File: src/rtl/chronos_pkg.sv
`default_nettype none
// ----------------------------------------------------------------------------
// chronos_pkg : shared fetch-path types and constants for the Chronos RV32I core
// Revision    : 1.0
// ----------------------------------------------------------------------------
package chronos_pkg;

  localparam int unsigned XLEN       = 32;
  localparam int unsigned INST_BYTES = 4;

  localparam logic [XLEN-1:0] RESET_PC_DEFAULT = 32'h0000_0000;

  typedef logic [1:0] fetch_state_t;
  localparam fetch_state_t ST_IDLE = 2'd0;
  localparam fetch_state_t ST_REQ  = 2'd1;
  localparam fetch_state_t ST_FULL = 2'd2;

  typedef struct packed {
    logic [XLEN-1:0] pc;
    logic [XLEN-1:0] inst;
  } fetch_entry_t;

endpackage
`default_nettype wire

File: src/rtl/fetch_buf.sv
`default_nettype none
// ----------------------------------------------------------------------------
// fetch_buf : circular instruction buffer with push/pop/flush and occupancy count
// Revision  : 1.0
// ----------------------------------------------------------------------------
module fetch_buf
  import chronos_pkg::*;
#(
  parameter int unsigned DEPTH = 2,
  parameter int unsigned CNT_W = $clog2(DEPTH + 1)
) (
  input  logic             clk,
  input  logic             rst_n,
  input  logic             push_i,
  input  logic             pop_i,
  input  logic             flush_i,
  input  fetch_entry_t     wr_entry_i,
  output fetch_entry_t     head_o,
  output logic [CNT_W-1:0] count_o,
  output logic             empty_o
);

  localparam int unsigned PTR_W = $clog2(DEPTH);

  fetch_entry_t     mem_q [DEPTH];
  logic [PTR_W-1:0] rd_ptr_q, rd_ptr_d;
  logic [PTR_W-1:0] wr_ptr_q, wr_ptr_d;
  logic [CNT_W-1:0] count_q, count_d;

  // DEPTH is a power of two, so the pointers wrap by natural overflow.
  always_comb begin
    rd_ptr_d = rd_ptr_q;
    wr_ptr_d = wr_ptr_q;
    count_d  = count_q;
    if (flush_i) begin
      rd_ptr_d = '0;
      wr_ptr_d = '0;
      count_d  = '0;
    end else begin
      if (push_i) wr_ptr_d = wr_ptr_q + 1'b1;
      if (pop_i)  rd_ptr_d = rd_ptr_q + 1'b1;
      if (push_i && !pop_i)      count_d = count_q + 1'b1;
      else if (pop_i && !push_i) count_d = count_q - 1'b1;
    end
  end

  always_ff @(posedge clk or negedge rst_n) begin
    if (!rst_n) begin
      for (int i = 0; i < int'(DEPTH); i++) mem_q[i] <= '0;
      rd_ptr_q <= '0;
      wr_ptr_q <= '0;
      count_q  <= '0;
    end else begin
      if (push_i && !flush_i) mem_q[wr_ptr_q] <= wr_entry_i;
      rd_ptr_q <= rd_ptr_d;
      wr_ptr_q <= wr_ptr_d;
      count_q  <= count_d;
    end
  end

  assign head_o  = mem_q[rd_ptr_q];
  assign count_o = count_q;
  assign empty_o = (count_q == '0);

endmodule
`default_nettype wire

File: src/rtl/fetch_unit.sv
`default_nettype none
// ----------------------------------------------------------------------------
// fetch_unit : instruction-fetch initiator; owns the PC, one outstanding request,
//              buffers responses for decode. FETCH_PERF_CNT_EN adds perf counters.
// Revision   : 1.0
// ----------------------------------------------------------------------------
module fetch_unit
  import chronos_pkg::*;
#(
  parameter logic [XLEN-1:0] RESET_PC  = RESET_PC_DEFAULT,
  parameter int unsigned     BUF_DEPTH = 2
) (
  input  logic            clk,
  input  logic            rst,
  output logic [XLEN-1:0] fetch_addr,
  output logic            fetch_req,
  input  logic [XLEN-1:0] request_data,
  input  logic            fetch_data_valid,
  output logic            inst_valid,
  output logic [XLEN-1:0] inst_data,
  output logic [XLEN-1:0] inst_pc,
  input  logic            inst_ready,
  input  logic            redirect_valid,
  input  logic [XLEN-1:0] redirect_pc
`ifdef FETCH_PERF_CNT_EN
  ,
  output logic [XLEN-1:0] perf_fetched,
  output logic [XLEN-1:0] perf_stall
`endif
);

  localparam int unsigned CNT_W = $clog2(BUF_DEPTH + 1);

  fetch_state_t    state_q, state_d;
  logic [XLEN-1:0] pc_q, pc_d;
  logic            push, pop, buf_empty;
  logic [CNT_W-1:0] buf_count;
  fetch_entry_t    head, wr_entry;

  // fetch_req decodes straight from the state register so reset drops it at once.
  assign fetch_req  = (state_q == ST_REQ);
  assign fetch_addr = pc_q;
  assign inst_valid = !buf_empty;
  assign inst_data  = head.inst;
  assign inst_pc    = head.pc;

  // A redirect discards both the same-edge response and the same-edge consume.
  assign push = fetch_req && fetch_data_valid && !redirect_valid;
  assign pop  = inst_valid && inst_ready && !redirect_valid;

  assign wr_entry.pc   = pc_q;
  assign wr_entry.inst = request_data;

  always_comb begin
    state_d = state_q;
    pc_d    = pc_q;
    if (redirect_valid) begin
      state_d = ST_REQ;
      pc_d    = {redirect_pc[XLEN-1:2], 2'b00};
    end else begin
      case (state_q)
        ST_IDLE: state_d = ST_REQ;
        ST_REQ: begin
          if (push) begin
            pc_d = pc_q + XLEN'(INST_BYTES);
            if (!pop && (buf_count == CNT_W'(BUF_DEPTH - 1))) state_d = ST_FULL;
          end
        end
        ST_FULL: begin
          if (pop) state_d = ST_REQ;
        end
        default: state_d = ST_IDLE;
      endcase
    end
  end

  always_ff @(posedge clk or negedge rst) begin
    if (!rst) begin
      state_q <= ST_IDLE;
      pc_q    <= RESET_PC;
    end else begin
      state_q <= state_d;
      pc_q    <= pc_d;
    end
  end

  fetch_buf #(
    .DEPTH (BUF_DEPTH),
    .CNT_W (CNT_W)
  ) u_buf (
    .clk        (clk),
    .rst_n      (rst),
    .push_i     (push),
    .pop_i      (pop),
    .flush_i    (redirect_valid),
    .wr_entry_i (wr_entry),
    .head_o     (head),
    .count_o    (buf_count),
    .empty_o    (buf_empty)
  );

`ifdef FETCH_PERF_CNT_EN
  logic [XLEN-1:0] perf_fetched_q, perf_stall_q;

  always_ff @(posedge clk or negedge rst) begin
    if (!rst) begin
      perf_fetched_q <= '0;
      perf_stall_q   <= '0;
    end else begin
      if (push) perf_fetched_q <= perf_fetched_q + 1'b1;
      if ((fetch_req && !fetch_data_valid) || (state_q == ST_FULL))
        perf_stall_q <= perf_stall_q + 1'b1;
    end
  end

  assign perf_fetched = perf_fetched_q;
  assign perf_stall   = perf_stall_q;
`endif

endmodule
`default_nettype wire

File: config.mk
export PLATFORM = sky130hd
export DESIGN_NAME = fetch_unit
export DESIGN_NICKNAME = d
export VERILOG_FILES = /design/src/rtl/chronos_pkg.sv /design/src/rtl/fetch_buf.sv /design/src/rtl/fetch_unit.sv
export SDC_FILE = /design/constraint.sdc
export NUM_CORES = 1
export LEC_CHECK = 0
export ABC_AREA = 1
export BUFFER_PORTS_ARGS = -buffer_cell sky130_fd_sc_hd__buf_2
export CORE_MARGIN = 10
export CORE_UTILIZATION = 45
export CTS_CLUSTER_SIZE = 40
export DETAILED_ROUTE_END_ITERATION = 8
export HOLD_SLACK_MARGIN = 0.15
export PLACE_DENSITY = 0.79
export SLEW_MARGIN = 0
export SYNTH_ARGS = -nofsm -noshare
export SYNTH_HDL_FRONTEND = slang
export SYNTH_SLANG_ARGS = --single-unit
export TNS_END_PERCENT = 20
File: constraint.sdc
create_clock -name clk -period 1.7 [get_ports clk]
set_input_delay 0 -clock clk [delete_from_list [all_inputs] [get_ports clk]]
set_output_delay 0 -clock clk [all_outputs]
set_load 0.03 [all_outputs]
==> impl_metrics.yaml <==
pwr:
  design_power_total_mw: 16.9
  leakagePower_nw: 5.21
  ir_drop_mv: 0.934
  power_density_nw_per_um2: 1640
synthesis:
  synthesis.area_um2: 7860
  synth_cells: 890
  avgSynthCellArea_um2: 8.83
  yosys_reg_bits: 160
  proportion_of_synthesized_chip_area_in_sequential_cells_pct: 51.0
  synthesis.yosys.warnings: 0
  synth_cell_type_count: 36
clock_network:
  cts_root_buf: "clkbuf_16"
  max-clock-path-buffers: 2
  clk_pin_slew_worst_paths_ns: 0.06
  tritoncts: "built"
  number_of_sinks_driven_by_the_clock_tree: 160
  cts.htree.levels: 4
  clkLatencyLatePin_ns: 0.42
  cts_buffers: 17
critical_path:
  critical_path_required_ns: 1.70
  crit_fanout: 27
  crit_path_cell_trace: "buf_12 > mux2_2 > buf_2"
  critPathSlowestCell: "dfrtp_2"
  timing_worst_setup_path_type: "flop to primary output"
  critPathArrivalTime_ns: 1.68
  critical_path_buf_inv_count: 2
  critPathMaxStageDelay_ns: 0.47
  crit_path_start_kind: "flop"
  cp-end-kind: "primary output"
  critPathTopFamily: "flip-flops"
run_status:
  result_of_the_run: "finished, final reports clean"
placed_design:
  place_area_um2: 8870
  port_buffers: 160
  dp_hpwl_mm: 14.8
  finalWeightedCongestion: 0.906
floorplan:
  placementRows: 48
  effective_utilization_at_floorplan_pct: 45.6
  core_area_um2: 17200
  floorplan.die.height_um: 152
  num_io_pins: 167
  die-area_um2: 23100
  chipWidth_um: 152
sta:
  slew_headroom_pct: 66.6
  period_minus_slack_ns: 1.68
  final.setup.tns_ns: 0
  hold_viol_final: 0
  tightestPinTransition_ns: 0.501
  grt_setup_unrepaired: "yes"
  fmax_mhz: 594
  setup_violations: 0
  drv_slew: 0
  fin_skew_ns: 0.0117
  post-route-period-util_pct: 99.1
final_layout:
  final_design_area_no_fill_um2: 10300
  mostFrequentLayoutCells: "nand2_1, buf_2, dfrtp_1"
  diodes_inserted: 0
  layout_commonest_cell: "nand2_1"
  drive_gt1_share_pct: 26.5
  syn_to_final_growth_pct: 30.7
  final_net_count: 1194
grt:
  grt_first_pass_wirelength_mm: 36.0
  gr-total-overflow: 0
  antenna_found_initial: 0
  first_global_vias: 7085
  groute.usage.overall_pct: 18.7
  pin_count_of_the_biggest_net_entering_global_routing: 75
route:
  detail_route.first_pass.iterations: 5
  wire_per_inst_um: 16.0
  drt-vias-per-instance: 5.09
  postRouteAntennaNets: 0
  route.vias.total: 6922
  totalWireLength_mm: 21.8
  remaining_drcs: 0
  drt_first_iter_violations: 537
hold_path:
  hold_path_class: "input pin to flop"
job:
  max_capacitance_violation_total: 0
-- where the power goes --
| group | total (mW) | leakage [nW] | switching (mW) | internal, mW |
|---|---|---|---|---|
| Clock | 4.06 | 0.303 | 1.50 | 2.57 |
| Combinational | 6.69 | 2.91 | 4.22 | 2.47 |
| Sequential | 6.12 | 1.99 | 0.861 | 5.26 |
-- cells in the mapped netlist --
cell | count | share of area, %
a21oi_1 | 4 | 0.25
a22oi_1 | 1 | 0.096
a31oi_1 | 1 | 0.080
and2_1 | 2 | 0.16
buf_1 | 3 | 0.14
buf_2 | 11 | 0.70
buf_4 | 7 | 0.67
buf_6 | 14 | 2.0
clkbuf_1 | 10 | 0.48
conb_1 | 1 | 0.048
dfrtp_1 | 160 | 51
ha_1 | 3 | 0.48
inv_1 | 79 | 3.8
inv_2 | 3 | 0.14
inv_4 | 1 | 0.080
mux2_2 | 62 | 8.9
nand2_1 | 256 | 12
nand2_2 | 1 | 0.080
nand2_4 | 4 | 0.57
nand3_1 | 42 | 2.7
nand3_2 | 2 | 0.25
nand4_1 | 2 | 0.16
nor2_1 | 52 | 2.5
nor2_2 | 1 | 0.080
nor2_4 | 5 | 0.72
nor2_8 | 2 | 0.51
nor3_1 | 1 | 0.064
o211ai_1 | 4 | 0.38
o21ai_0 | 29 | 1.8
o21ai_1 | 106 | 6.8
o21ai_2 | 5 | 0.56
o21bai_1 | 4 | 0.38
o221ai_1 | 3 | 0.33
o22ai_1 | 1 | 0.080
xnor2_1 | 1 | 0.11
xor2_1 | 7 | 0.78
-- tightest hold or removal path, stage by stage --
cell and delay, ns:
dlygate4sd3_1 0.52, buf_2 0.09, nand2_1 0.04, nand3_1 0.06
-- state kept, by name, indices dropped and copies added (netlist names) --
name,cells
fetch_addr,30
u_buf.wr_ptr_q,1
state_q,2
u_buf.mem_q,124
u_buf.count_o,2
u_buf.rd_ptr_q,1
-- metrics by stage --
stage | setup WS (ns) | hold slack (ns) | instances | util, %
6_report | 0.0153 | 0.328 | 1359 | 59.6
5_1_grt | -0.0294 | 0.363 | 1359 | 59.6
4_1_cts | 0.00724 | 0.311 | 1356 | 59.4
3_5_place_dp | 0.160 | -0.0698 | 1251 | 51.5
3_3_place_gp | 0.213 | -0.0750 | 1251 | 51.5
2_1_floorplan | 0.0400 | -0.296 | 893 | -
-- area by class of cell --
class | instances | area [um^2]
clock buffers | 22 | 474
clock inverters | 9 | 154
fillers | 1447 | 6970
inverters | 83 | 314
multi-input cells | 605 | 3240
flip-flops and latches | 160 | 4010
well taps | 225 | 282
repair buffers | 255 | 1800
-- worst paths after layout --
| kind | startpoint | endpoint | slack [ns] | depth (start not counted) |
|---|---|---|---|---|
| worst max-delay path | u_buf.rd_ptr_q$_DFFE_PN0P_ | inst_data[16] | 0.02 | 3 |
| worst min register to register | u_buf.mem_q[27]$_DFFE_PN0P_ | u_buf.mem_q[27]$_DFFE_PN0P_ | 0.48 | 2 |
| worst max register to register | fetch_addr[5]$_DFFE_PN0P_ | fetch_addr[29]$_DFFE_PN0P_ | 0.11 | 9 |
| min in group asynchronous | rst | u_buf.mem_q[91]$_DFFE_PN0P_ | 0.60 | 3 |
| max in group asynchronous | rst | u_buf.rd_ptr_q$_DFFE_PN0P_ | 0.41 | 4 |
| worst min-delay path | redirect_pc[13] | fetch_addr[13]$_DFFE_PN0P_ | 0.33 | 4 |
-- layer usage --
layer | GRT usage [%] | part of all wire, % | vias to the layer above
li1 | - | - | 3335
met1 | 23.6 | 43 | 3252
met2 | 30.0 | 47 | 289
met3 | 5.08 | 6.9 | 46
met4 | 6.79 | 2.7 | 0
met5 | 0 | 0 | -
-- cells by family (layout without fill, tap and decap cells) --
kind of cell / Yosys count / after routing / synth area share (%)
fa+ha+maj: 3 / 3 / 0.478
compound gates: 158 / 158 / 10.8
mux: 62 / 62 / 8.89
simple gates: 370 / 370 / 20.0
xor+xnor: 8 / 8 / 0.892
other cells: 1 / 4 / 0.0477
buf+inv: 128 / 369 / 7.99
flops: 160 / 160 / 51.0
-- what timing repair did --
action | in CTS | in global routing
buffers inserted | 1 | 3
hold buffers | 73 | 0
gates resized for setup | 1 | 3
hold endpoints to repair | 258 | 0
endpoints found under the setup margin | 59 | 35
pin swaps | 0 | 2
Note: power is estimated with default switching activity, not from simulation.
